==> config.mk <==
export PLATFORM = sky130hd
export DESIGN_NAME = apb_master_arb
export DESIGN_NICKNAME = d
export VERILOG_FILES = /design/src/rtl/apb_master_arb.sv
export SDC_FILE = /design/constraint.sdc
export NUM_CORES = 1
export LEC_CHECK = 0
export ABC_CLOCK_PERIOD_IN_PS = 5230
export CAP_MARGIN = 20
export CORE_AREA = 8 8 95 97
export CTS_CLUSTER_DIAMETER = 120
export DETAILED_ROUTE_END_ITERATION = 8
export DIE_AREA = 0 0 103 105
export MAX_ROUTING_LAYER = met4
export PLACE_DENSITY = 0.85
export SKIP_CTS_REPAIR_TIMING = 1
export SYNTH_ARGS = -nofsm -noshare
export SYNTH_HDL_FRONTEND = slang
export SYNTH_SLANG_ARGS = --single-unit
==> constraint.sdc <==
create_clock -name PCLK -period 5.23 [get_ports PCLK]
set_clock_uncertainty 0.15 [all_clocks]
set_input_delay 0.7845 -clock PCLK [delete_from_list [all_inputs] [get_ports PCLK]]
set_output_delay 0.7845 -clock PCLK [all_outputs]
set_load 0.03 [all_outputs]
==> src/rtl/apb_master_arb.sv <==
// rtl/apb_master_arb.sv - two-requester round-robin APB master
// Optional abort of stalled transfers: define APB_MASTER_ARB_TIMEOUT_EN.
module apb_master_arb #(
  parameter int ADDR_W  = 3,
  parameter int TIMEOUT = 16
) (
  input  logic              PCLK,
  input  logic              PRESET,
  input  logic              req0_valid,
  input  logic              req0_write,
  input  logic [ADDR_W-1:0] req0_addr,
  input  logic [31:0]       req0_wdata,
  output logic              req0_done,
  output logic [31:0]       req0_rdata,
  output logic              req0_err,
  input  logic              req1_valid,
  input  logic              req1_write,
  input  logic [ADDR_W-1:0] req1_addr,
  input  logic [31:0]       req1_wdata,
  output logic              req1_done,
  output logic [31:0]       req1_rdata,
  output logic              req1_err,
  output logic [ADDR_W-1:0] PADDR,
  output logic              PWRITE,
  output logic              PSEL,
  output logic              PENABLE,
  output logic [31:0]       PWDATA,
  input  logic [31:0]       PRDATA,
  input  logic              PREADY
);

  typedef enum logic [1:0] {IDLE, SETUP, ACCESS} state_t;

  state_t state;
  logic   grant;
  logic   last_grant;
  logic   pick;
  logic   timeout_hit;
  logic   finish;

  // On a tie the requester that was not served last wins.
  assign pick = (req0_valid && req1_valid) ? ~last_grant : req1_valid;

  always_ff @(posedge PCLK or negedge PRESET) begin
    if (!PRESET) begin
      state      <= IDLE;
      PSEL       <= 1'b0;
      PENABLE    <= 1'b0;
      PWRITE     <= 1'b0;
      PADDR      <= '0;
      PWDATA     <= '0;
      grant      <= 1'b0;
      last_grant <= 1'b1;
    end else begin
      case (state)
        IDLE: begin
          if (req0_valid || req1_valid) begin
            state      <= SETUP;
            PSEL       <= 1'b1;
            PENABLE    <= 1'b0;
            grant      <= pick;
            last_grant <= pick;
            PWRITE     <= pick ? req1_write : req0_write;
            PADDR      <= pick ? req1_addr  : req0_addr;
            PWDATA     <= pick ? req1_wdata : req0_wdata;
          end
        end
        SETUP: begin
          state   <= ACCESS;
          PSEL    <= 1'b1;
          PENABLE <= 1'b1;
        end
        ACCESS: begin
          if (PREADY || timeout_hit) begin
            state   <= IDLE;
            PSEL    <= 1'b0;
            PENABLE <= 1'b0;
          end
        end
        default: begin
          state   <= IDLE;
          PSEL    <= 1'b0;
          PENABLE <= 1'b0;
        end
      endcase
    end
  end

`ifdef APB_MASTER_ARB_TIMEOUT_EN
  localparam int CW = (TIMEOUT > 1) ? $clog2(TIMEOUT) : 1;

  logic [CW-1:0] tcnt;

  always_ff @(posedge PCLK or negedge PRESET) begin
    if (!PRESET) begin
      tcnt <= '0;
    end else if (state == SETUP) begin
      tcnt <= '0;
    end else if (state == ACCESS && !PREADY) begin
      tcnt <= tcnt + 1'b1;
    end
  end

  // The cycle in which the count sits at TIMEOUT-1 is itself the last wait cycle.
  assign timeout_hit = (state == ACCESS) && !PREADY && (tcnt == CW'(TIMEOUT - 1));
`else
  logic unused_timeout;
  assign unused_timeout = (TIMEOUT == 0);
  assign timeout_hit    = 1'b0;
`endif

  assign finish     = (state == ACCESS) && (PREADY || timeout_hit);
  assign req0_done  = finish && !grant;
  assign req1_done  = finish &&  grant;
  assign req0_rdata = (req0_done && PREADY) ? PRDATA : 32'h0;
  assign req1_rdata = (req1_done && PREADY) ? PRDATA : 32'h0;
  // An abort is the only way to finish with PREADY low.
  assign req0_err   = req0_done && !PREADY;
  assign req1_err   = req1_done && !PREADY;

endmodule

==> flow_summary.toml <==
[critical_path]
cp_max_fo = 32
ff2ff_setup_slack_ns = 2.86
reg2reg_from = "last_grant$_DFFE_PN1P_"
startpoint_type = "primary input"
r2r_end = "PWDATA[6]$_DFFE_PN0P_"
critical_path_class = "in -> out"
reg2reg_depth = 3
crit_arrival_ns = 2.68
required_ns = 4.30
critPathCaptureType = "primary output"

[place]
post-place-ws_ns = 1.584
place_inst = 513
dpl-instance-area_um2 = 4766
finalWeightedCongestion = 0.8162
hpwlAfterDp_mm = 7.699
portBuffers = 212

[route]
final_antenna_net_count = 0
firstDrtPassIters = 4
route.detailed.drc = 0
drt_iter0_drc = 22
via_count = 2356
viasPerCell = 4.522
wl_per_cell_um = 17.26
drt_wl_total_mm = 8.990

[grt]
overflow = 0
antenna_found_initial = 0
grt_use_total_pct = 16.29
grt_pass1_wl_mm = 13.44
grt_pass1_vias = 2554
grt_max_degree = 42

[logic_synthesis]
synthAdderAreaFrac_pct = 0
yosys.area_share.simple_pct = 17.03
synthMuxAreaShare_pct = 37.96
netlist_top_cells_area = "dfrtp_1 (39%), mux2_4 (21%), mux2_2 (16%)"
synth.top_cell.area_share_pct = 38.93
synth_top_family_by_area = "multiplexers"
yosys.area_share.xor_xnor_pct = 0
ys_seq_area_share_pct = 39.95
syn_avg_cell_area_um2 = 12.24
synth_compound_area_share_pct = 0.7786
synth_area_um2 = 2571
synth-seq-cells = 41
ys_types = 18
yosys_warnings = 0
synth_area_leader_cell = "dfrtp_1"
synth_cells = 210

[worst_hold_path]
min_from = "last_grant$_DFFE_PN1P_"
timing.hold.worst_path_depth = 2
whs_endpoint = "last_grant$_DFFE_PN1P_"
hold_class = "reg -> reg"

[power_and_ir_drop]
total_leakage_power_nw = 2.030
power_mw = 2.279
power.density_nw_per_um2 = 467.2
ir_worst_vdd_v = 0.0002612

[sta]
rsz0062_at_grt = "no"
worst_pin_slew_ns = 1.072
period_share_pct = 69.07
timing.final.ws_setup_ns = 1.618
fin_hold_ws_ns = 0.3205
slew-limit-headroom_pct = 28.52
timing.fmax_mhz = 276.8
slew_violations = 0
finalHoldViolCount = 0
period_needed_ns = 3.613
setup_viol = 0
finalSetupTns_ns = 0

[floorplanning]
core-area_um2 = 7527
die_h_um = 105
dieWidth_um = 103
dieArea_um2 = 10820
start_util_pct = 34.16
rows = 32
ios = 215

[status]
status = "complete, no violations"

[cells_and_area]
synthToLayoutAreaGrowth_pct = 89.73
diodes = 0
fin_cells = 521
finish.utilization_pct = 64.81
fillerInstances = 600
nNetsFinal = 527
drive_gt1_share_pct = 21.48
stdcell_area_um2 = 4878

[clock_network]
cts_buffers = 5
clkLatencyLatePin_ns = 0.28
cts_tree = "built"
htree_levels = 2
cts_root_buf = "clkbuf_8"
clockBufferDepth = 2
path_clk_slew_ns = 0.08
clkSinkCount = 41

[job]
drv_cap = 0
-- worst max-delay path, cell delays in order --
cell and delay, ns:
clkdlybuf4s50_1 0.49, nand2_1 0.10, nor3_2 0.14, buf_4 0.28, and2_1 0.17, clkdlybuf4s50_1 0.70
-- cell usage after synthesis, drive strengths merged --
master,count
a21bo,1
and2,64
buf,10
clkbuf,6
conb,1
dfrtp,40
dfstp,1
inv,2
mux2,72
mux2i,3
nand2,2
nand2b,1
nor2,1
nor3,4
o21ai,2
-- cell type report --
cell class,instances,area (um^2),share of cell area (%)
clock buffer,5,68.82,1.411
clock inverter,3,43.79,0.8977
inverter,2,7.507,0.1539
multi-input combinational,152,1456,29.85
sequential,41,1027,21.06
tap,102,127.6,2.616
timing repair buffer,216,2147,44.01
-- how the worst max path moves through the flow --
stage               startpoint        endpoint  slack, ns
finish                  PREADY  req1_rdata[21]       1.62
global route            PREADY  req1_rdata[21]       1.46
CTS                     PREADY  req1_rdata[31]       1.58
detailed placement      PREADY  req1_rdata[31]       1.58
global placement        PREADY  req1_rdata[31]       1.60
floorplan               PREADY  req0_rdata[22]       2.32
-- flip-flops by register name, summed over array words and instances (netlist names) --
name,flops
PADDR,3
last_grant,1
PSEL,1
PENABLE,1
grant,1
state,1
PWRITE,1
PWDATA,32
-- report_power, final --
group	leakage, nW	switching [mW]	internal (mW)
logic	1.49	0.718	0.722
clock network	0.0585	0.112	0.143
registers	0.477	0.100	0.484
-- layer usage --
| metal | vias to the layer above | share of wire (%) | wire length, um | GRT usage, % |
|---|---|---|---|---|
| met4 | 0 | 1.2 | 104 | 3.619 |
| met2 | 135 | 51 | 4579 | 29.57 |
| met5 | - | 0 | 0 | - |
| met1 | 1095 | 37 | 3362 | 16.41 |
| met3 | 8 | 10 | 943 | 5.109 |
| li1 | 1118 | - | - | - |
-- logic make-up after synthesis --
group,after synthesis
mux,75
compound gates,3
flops,41
buf+inv,18
simple gates,72
other cells,1
-- layout by cell type (no fill, tap or decap) --
| master | n |
|---|---|
| dfrtp_1 | 40 |
| mux2i_1 | 3 |
| a21bo_2 | 1 |
| conb_1 | 2 |
| nor2_1 | 1 |
| nand2b_1 | 1 |
| clkinv_2 | 1 |
| mux2_2 | 36 |
| inv_1 | 2 |
| nor3_1 | 1 |
| bufinv_16 | 1 |
| dfstp_2 | 1 |
| buf_2 | 1 |
| clkdlybuf4s50_1 | 211 |
| buf_4 | 4 |
| and2_1 | 64 |
| mux2_4 | 36 |
| o21ai_0 | 2 |
| inv_6 | 1 |
| clkbuf_8 | 5 |
| nand2_1 | 2 |
| nor3_2 | 3 |
(Power assumes the default switching activity.)
